**src/rtl/tc_ps_acp_pkg.sv**
```systemverilog
// Shared constants and types for the ACP write scheduler.
// Burst sizing, channel-index width and the scheduler state encoding.
package tc_ps_acp_pkg;

    localparam int unsigned BEAT_BYTES  = 8;
    localparam int unsigned DEF_BEATS   = 16;
    localparam int unsigned BURST_BYTES = DEF_BEATS * BEAT_BYTES;
    localparam int unsigned CH_IDX_W    = 3;
    localparam int unsigned CH_MAX      = 1 << CH_IDX_W;

    typedef enum logic [1:0] {
        IDLE,
        ISSUE,
        DATA,
        DRAIN
    } state_e;

endpackage

```
**src/rtl/tc_ps_acp_rr_arb.sv**
```systemverilog
// Combinational round-robin pick: first valid channel strictly after rr_ptr_i,
// wrapping modulo N_CH.
module tc_ps_acp_rr_arb
    import tc_ps_acp_pkg::*;
#(
    parameter int unsigned N_CH = 4
) (
    input  logic [N_CH-1:0]     req_valid_i,
    input  logic [CH_IDX_W-1:0] rr_ptr_i,
    output logic [CH_IDX_W-1:0] winner_o,
    output logic                any_o
);

    logic [CH_MAX-1:0]   vld_pad;
    logic [CH_IDX_W-1:0] cand;

    always_comb begin
        vld_pad  = CH_MAX'(req_valid_i);
        any_o    = |req_valid_i;
        winner_o = '0;
        cand     = '0;
        // Walk from farthest to nearest so the nearest valid channel wins.
        for (int unsigned k = N_CH; k >= 1; k--) begin
            cand = CH_IDX_W'((32'(rr_ptr_i) + k) % N_CH);
            if (vld_pad[cand]) begin
                winner_o = cand;
            end
        end
    end

endmodule

```
**src/rtl/tc_ps_acp_wr_sched.sv**
```systemverilog
// Round-robin scheduler sharing one ACP write-burst engine between N_CH ring-buffer
// producers: one fixed-length burst per grant, beat requests steered to the granted channel.
module tc_ps_acp_wr_sched
    import tc_ps_acp_pkg::*;
#(
    parameter int unsigned N_CH  = 4,
    parameter int unsigned BEATS = 16
) (
    input  logic                 clk,
    input  logic                 rst,
    input  logic                 cfg_en,
    input  logic [N_CH*32-1:0]   cfg_base,
    input  logic [N_CH*16-1:0]   cfg_bursts,
    input  logic [N_CH-1:0]      req_valid,
    output logic [N_CH-1:0]      req_grant,
    output logic [N_CH-1:0]      req_wdreq,
    input  logic [N_CH*64-1:0]   req_wdata,
    output logic [N_CH*16-1:0]   req_idx,
    output logic                 tx_en,
    input  logic                 tx_rdy,
    output logic [31:0]          tx_awaddr,
    output logic [2:0]           tx_awid,
    output logic [63:0]          tx_wdata,
    input  logic                 tx_wdreq,
    output logic                 busy,
    output logic                 err_wdreq
);

    localparam int unsigned BurstBytes = BEATS * BEAT_BYTES;
    localparam int unsigned BeatW      = $clog2(BEATS + 1);

    state_e              state_q, state_d;
    logic [CH_IDX_W-1:0] rr_q, rr_d;
    logic [CH_IDX_W-1:0] gnt_q, gnt_d;
    logic [BeatW-1:0]    beat_q, beat_d;
    logic                drain_first_q, drain_first_d;
    logic [15:0]         bursts_q, bursts_d;
    logic [31:0]         awaddr_q, awaddr_d;
    logic                tx_en_q, tx_en_d;
    logic [N_CH-1:0]     grant_q, grant_d;
    logic                err_q, err_d;
    logic [15:0]         idx_q [CH_MAX];
    logic [15:0]         idx_d [CH_MAX];

    logic [31:0]         base_pad   [CH_MAX];
    logic [15:0]         bursts_pad [CH_MAX];
    logic [63:0]         wdata_pad  [CH_MAX];
    logic [CH_IDX_W-1:0] win;
    logic                any_vld;
    logic [15:0]         idx_nxt;

    tc_ps_acp_rr_arb #(
        .N_CH (N_CH)
    ) u_arb (
        .req_valid_i (req_valid),
        .rr_ptr_i    (rr_q),
        .winner_o    (win),
        .any_o       (any_vld)
    );

    // Unused upper slots read as zero so a 3-bit channel index can address them safely.
    always_comb begin
        for (int i = 0; i < CH_MAX; i++) begin
            base_pad[i]   = '0;
            bursts_pad[i] = '0;
            wdata_pad[i]  = '0;
        end
        for (int i = 0; i < N_CH; i++) begin
            base_pad[i]   = cfg_base[32*i +: 32];
            bursts_pad[i] = cfg_bursts[16*i +: 16];
            wdata_pad[i]  = req_wdata[64*i +: 64];
        end
    end

    always_comb begin
        state_d       = state_q;
        rr_d          = rr_q;
        gnt_d         = gnt_q;
        beat_d        = beat_q;
        drain_first_d = drain_first_q;
        bursts_d      = bursts_q;
        awaddr_d      = awaddr_q;
        idx_d         = idx_q;
        tx_en_d       = 1'b0;
        grant_d       = '0;
        idx_nxt       = '0;
        err_d         = err_q | (tx_wdreq && (state_q != DATA));

        case (state_q)
            IDLE: begin
                if (cfg_en && any_vld && tx_rdy) begin
                    state_d  = ISSUE;
                    gnt_d    = win;
                    rr_d     = win;
                    bursts_d = bursts_pad[win];
                    awaddr_d = base_pad[win] + (32'(idx_pad_sel(win)) * 32'(BurstBytes));
                    tx_en_d  = 1'b1;
                    grant_d  = N_CH'(1) << win;
                end
            end
            ISSUE: begin
                // 16-bit wrap makes a ring length of 0 behave as 65536.
                idx_nxt       = idx_q[gnt_q] + 16'd1;
                idx_d[gnt_q]  = (idx_nxt == bursts_q) ? 16'd0 : idx_nxt;
                beat_d        = '0;
                state_d       = DATA;
            end
            DATA: begin
                if (tx_wdreq) begin
                    beat_d = beat_q + BeatW'(1);
                    if (beat_q == BeatW'(BEATS - 1)) begin
                        state_d       = DRAIN;
                        drain_first_d = 1'b1;
                    end
                end
            end
            DRAIN: begin
                drain_first_d = 1'b0;
                if (!drain_first_q && tx_rdy) begin
                    state_d = IDLE;
                end
            end
            default: state_d = IDLE;
        endcase
    end

    function automatic logic [15:0] idx_pad_sel(input logic [CH_IDX_W-1:0] ch);
        return idx_q[ch];
    endfunction

    always_ff @(posedge clk) begin
        if (rst) begin
            state_q       <= IDLE;
            rr_q          <= CH_IDX_W'(N_CH - 1);
            gnt_q         <= '0;
            beat_q        <= '0;
            drain_first_q <= 1'b0;
            bursts_q      <= '0;
            awaddr_q      <= '0;
            tx_en_q       <= 1'b0;
            grant_q       <= '0;
            err_q         <= 1'b0;
            for (int i = 0; i < CH_MAX; i++) begin
                idx_q[i] <= '0;
            end
        end else begin
            state_q       <= state_d;
            rr_q          <= rr_d;
            gnt_q         <= gnt_d;
            beat_q        <= beat_d;
            drain_first_q <= drain_first_d;
            bursts_q      <= bursts_d;
            awaddr_q      <= awaddr_d;
            tx_en_q       <= tx_en_d;
            grant_q       <= grant_d;
            err_q         <= err_d;
            idx_q         <= idx_d;
        end
    end

    always_comb begin
        req_wdreq = '0;
        req_idx   = '0;
        for (int i = 0; i < N_CH; i++) begin
            req_wdreq[i]        = (state_q == DATA) && tx_wdreq && (gnt_q == CH_IDX_W'(i));
            req_idx[16*i +: 16] = idx_q[i];
        end
    end

    assign tx_wdata  = (state_q == IDLE) ? 64'd0 : wdata_pad[gnt_q];
    assign tx_en     = tx_en_q;
    assign req_grant = grant_q;
    assign tx_awaddr = awaddr_q;
    assign tx_awid   = gnt_q;
    assign busy      = (state_q != IDLE);
    assign err_wdreq = err_q;

endmodule

```
**config.mk**
```make
export PLATFORM = sky130hd
export DESIGN_NAME = tc_ps_acp_wr_sched
export DESIGN_NICKNAME = d
export VERILOG_FILES = /design/src/rtl/tc_ps_acp_pkg.sv /design/src/rtl/tc_ps_acp_rr_arb.sv /design/src/rtl/tc_ps_acp_wr_sched.sv
export SDC_FILE = /design/constraint.sdc
export NUM_CORES = 1
export LEC_CHECK = 0
export CAP_MARGIN = 20
export CORE_AREA = 5 5 240 242
export DETAILED_ROUTE_END_ITERATION = 8
export DIE_AREA = 0 0 245 247
export PLACE_DENSITY = 0.47
export REMOVE_ABC_BUFFERS = 1
export SLEW_MARGIN = 20
export SYNTH_ARGS = -nofsm -noshare
export SYNTH_HDL_FRONTEND = slang
export SYNTH_SLANG_ARGS = --single-unit
```
**constraint.sdc**
```tcl
create_clock -name clk -period 13.1 [get_ports clk]
set_input_delay 3.275 -clock clk [delete_from_list [all_inputs] [get_ports clk]]
set_output_delay 3.275 -clock clk [all_outputs]
set_load 0.1 [all_outputs]
```
==> flow_metrics.py <==
metrics = {
    "worst_setup_path": {
        "cp.buffers_inverters": 2,
        "cp.arrival_ps": 5580,
        "cp_top_family": "buffers and inverters",
        "r2r_slack_ps": 7730,
        "crit_chain": "clkdlybuf4s50_1 > mux4_2 > and2_1 > clkdlybuf4s50_1",
        "r2r-end": "tx_awaddr[31]$_SDFFE_PP0P_",
        "slowest_stage": "clkdlybuf4s50_1",
        "crit_end": "tx_wdata[4]",
        "startpoint_type": "input port",
        "max_stage_delay_ps": 1180,
        "cpMostUsedCell": "clkdlybuf4s50_1",
        "worstSetupPathType": "input port to output port",
        "reg2reg_from": "rr_q[0]$_SDFFE_PP1P_",
        "cp.depth": 4,
        "critPathRequiredTime_ps": 9820,
        "endpoint_kind": "output port",
        "reg2reg_depth": 18,
        "crit_path_start": "req_wdata[68]",
        "worst-path-max-fanout": 2,
    },
    "placement": {
        "gp_congestion": 0.916,
        "numPortBuffers": 629,
        "dp_hpwl_mm": 50.7,
    },
    "timing": {
        "tightest_slew_ps": 1190,
        "fin_tns_setup_ps": 0,
        "drv_slew": 0,
        "finalCritPeriodShare": 0.676,
        "slew_headroom": 0.207,
        "fmax_ghz": 0.113,
        "finalSetupViolCount": 0,
        "timing.final.hold_violations": 0,
        "finClkSkew_ps": 11.4,
        "rsz0062_at_grt": "no",
        "timing.hold.ws_ps": 450,
        "fin_crit_ps": 8850,
    },
    "clock_network": {
        "hold_buffers": 0,
        "clockBufferDepth": 2,
        "cts_root_buf": "clkbuf_16",
        "cts.sinks": 130,
        "clock_latency_ps": 440,
        "cts_setup_buffers": 0,
        "path_clk_slew_ps": 60,
        "cts_inserted_buffers": 17,
        "cts_tree": "built",
        "ctsResizeCount": 0,
        "htree_levels": 4,
    },
    "global_routing": {
        "grt.total_usage": 0.202,
        "overflow": 0,
        "grt_pass1_vias": 12300,
        "grt_pass1_wl_mm": 89.8,
        "grt_max_degree": 129,
        "antenna_found_initial": 16,
    },
    "power_and_ir_drop": {
        "p_per_area_mw_per_mm2": 168,
        "clockPowerShare": 0.167,
        "internal_power_w": 0.00133,
        "pwr-share-comb": 0.675,
        "total_power_w": 0.00301,
        "vdd_drop_max_v": 0.000124,
        "power_frac_seq": 0.158,
        "switchingPower_w": 0.00168,
        "p_leak_nw": 6.32,
        "swShare": 0.558,
    },
    "status": {
        "status": "complete, no violations",
    },
    "floorplan": {
        "top_level_ports": 631,
        "die-area_mm2": 0.0605,
        "die_x_um": 245,
        "core_area_mm2": 0.0549,
        "std_cell_rows": 86,
        "start_util": 0.188,
        "die_h_um": 247,
    },
    "routing": {
        "drt_drc_violations_left": 0,
        "wire_per_inst_um": 25.0,
        "ant_nets": 0,
        "num_vias": 12200,
        "drt_iter0_markers": 724,
        "vias_per_cell": 4.74,
        "first_pass_iters": 5,
        "routed_wl_mm": 64.3,
    },
    "job": {
        "drv_cap": 0,
    },
    "yosys": {
        "synth.ff_latch_count": 130,
        "ys_types": 68,
        "synth-seq-area-share": 0.252,
        "synth.area.top_cells": "dfxtp_1 25%, mux4_2 17%, nand2_1 12%, and2_1 4.1%, and3_1 3.9%",
        "async_flop_share": 0,
        "ys_top_cells_by_count": "335 x nand2_1, 130 x dfxtp_1, 76 x mux4_2",
        "postSynthCellCount": 1283,
        "yosys_warnings": 0,
        "synth_top_area_cell": "dfxtp_1",
        "avgSynthCellArea_um2": 8.06,
        "synth_top_area_frac": 0.252,
        "ys.flop_type": "dfxtp_1",
        "yosysMostFrequentCell": "nand2_1",
        "synth-edff-count": 0,
        "netlist_area_mm2": 0.0103,
    },
    "cells_and_area": {
        "final_layout_size_suffix_gt1_frac": 0.0882,
        "multi_input_area_mm2": 0.00728,
        "fillCellCount": 5755,
        "regArea_mm2": 0.00261,
        "area_delta_synth_final_pct": 72.6,
        "layout.nets": 2327,
    },
    "worst_hold_path": {
        "hold_class": "register to register",
    },
}
## tightest hold or removal path: stages (launching register included)
cell     delay [ps]
dfxtp_1         310
nand2_1          50
a21oi_1          50
## worst min-delay path by stage
stage          cells after the start                          to                        from
3_3_place_gp                       2  tx_awaddr[23]$_SDFFE_PP0P_  tx_awaddr[23]$_SDFFE_PP0P_
2_1_floorplan                      2  drain_first_q$_SDFFE_PP0P_  drain_first_q$_SDFFE_PP0P_
4_1_cts                            2  tx_awaddr[19]$_SDFFE_PP0P_  tx_awaddr[19]$_SDFFE_PP0P_
5_1_grt                            2   tx_awaddr[7]$_SDFFE_PP0P_   tx_awaddr[7]$_SDFFE_PP0P_
3_5_place_dp                       2  tx_awaddr[19]$_SDFFE_PP0P_  tx_awaddr[19]$_SDFFE_PP0P_
6_report                           2  tx_awaddr[23]$_SDFFE_PP0P_  tx_awaddr[23]$_SDFFE_PP0P_
## layout make-up
| class | count | share of cell area |
|---|---|---|
| Sequential cell | 130 | 0.146 |
| Tap cell | 704 | 0.0494 |
| Timing Repair Buffer | 642 | 0.357 |
| Clock inverter | 13 | 0.00841 |
| Multi-Input combinational cell | 1037 | 0.408 |
| Clock buffer | 19 | 0.0255 |
| Antenna cell | 7 | 0.000982 |
| Inverter | 18 | 0.00386 |
## flip-flops by register name (all words and copies together) (netlist names)
register	cells
drain_first_q	1
req_grant	4
beat_q	5
tx_awid	2
rr_q	2
state_q	2
bursts_q	16
err_wdreq	1
tx_en	1
req_idx	64
tx_awaddr	32
## through the flow
stage                     area (um^2)  setup WS [ps]  std cells  utilization
after detailed placement        17200           4210       2531        0.314
after CTS                       17800           4200       2563        0.325
after global routing            17800           4240       2570        0.325
final                           17800           4250       2570        0.325
after floorplan                  9890           1980       1185            -
after global placement          17200           4210       2531        0.314
## power groups by stage
| stage | logic, W | registers, W | clock network [W] |
|---|---|---|---|
| finish | 0.00203 | 0.000475 | 0.000503 |
| global placement | 0.00204 | 0.000483 | 0 |
| floorplan | 0.00122 | 0.000667 | 0 |
| global route | 0.00213 | 0.000481 | 0.000537 |
| CTS | 0.00205 | 0.000476 | 0.000520 |
| detailed placement | 0.00204 | 0.000484 | 0 |
## per-layer routing
layer | part of all wire | global-route usage | vias up
met3 | 0.073 | 0.0558 | 72
met5 | 0 | 0 | -
met1 | 0.39 | 0.234 | 5870
li1 | - | - | 5753
met4 | 0.038 | 0.0847 | 0
met2 | 0.50 | 0.353 | 480
## layout by cell type (no fill, tap or decap), types with 4 or more instances in the layout
master,netlist,routed
diode_2,0,7
mux2_2,4,4
a311oi_1,26,26
nor3_1,15,14
nand2b_1,4,4
mux2i_1,19,19
clkbuf_16,0,18
buf_4,4,17
a21o_1,7,6
nand4b_1,4,4
mux4_2,76,76
o21ai_1,30,30
dfxtp_1,130,128
a31oi_1,39,39
o21ai_2,10,10
nor2b_1,5,5
nand3_1,16,16
o21ai_0,40,40
clkinvlp_4,0,4
or4_1,4,4
nand4_1,5,5
nor2_1,73,73
inv_1,18,17
clkdlybuf4s50_1,0,621
xor2_1,13,13
nand2_1,335,334
a211oi_1,9,9
and2_1,67,67
and3_1,65,65
ha_1,23,23
nand3b_1,6,6
or3_1,4,4
mux4_1,4,4
nor4_1,9,9
a21oi_1,57,54
xnor2_1,22,22
## logic make-up (layout without fill, tap and decap cells)
kind of cell	after synthesis	in the layout	synth area share
adder cells (fa/ha/maj)	24	24	0.0298
multiplexers	103	103	0.198
XOR/XNOR	38	38	0.0363
AND/OR/NAND/NOR	622	622	0.279
other	1	8	0.000363
AO/OA/AOI/OAI	249	249	0.155
flip-flops	130	130	0.252
buffers and inverters	116	692	0.0496
No activity file was read; power rests on OpenSTA's default activity.
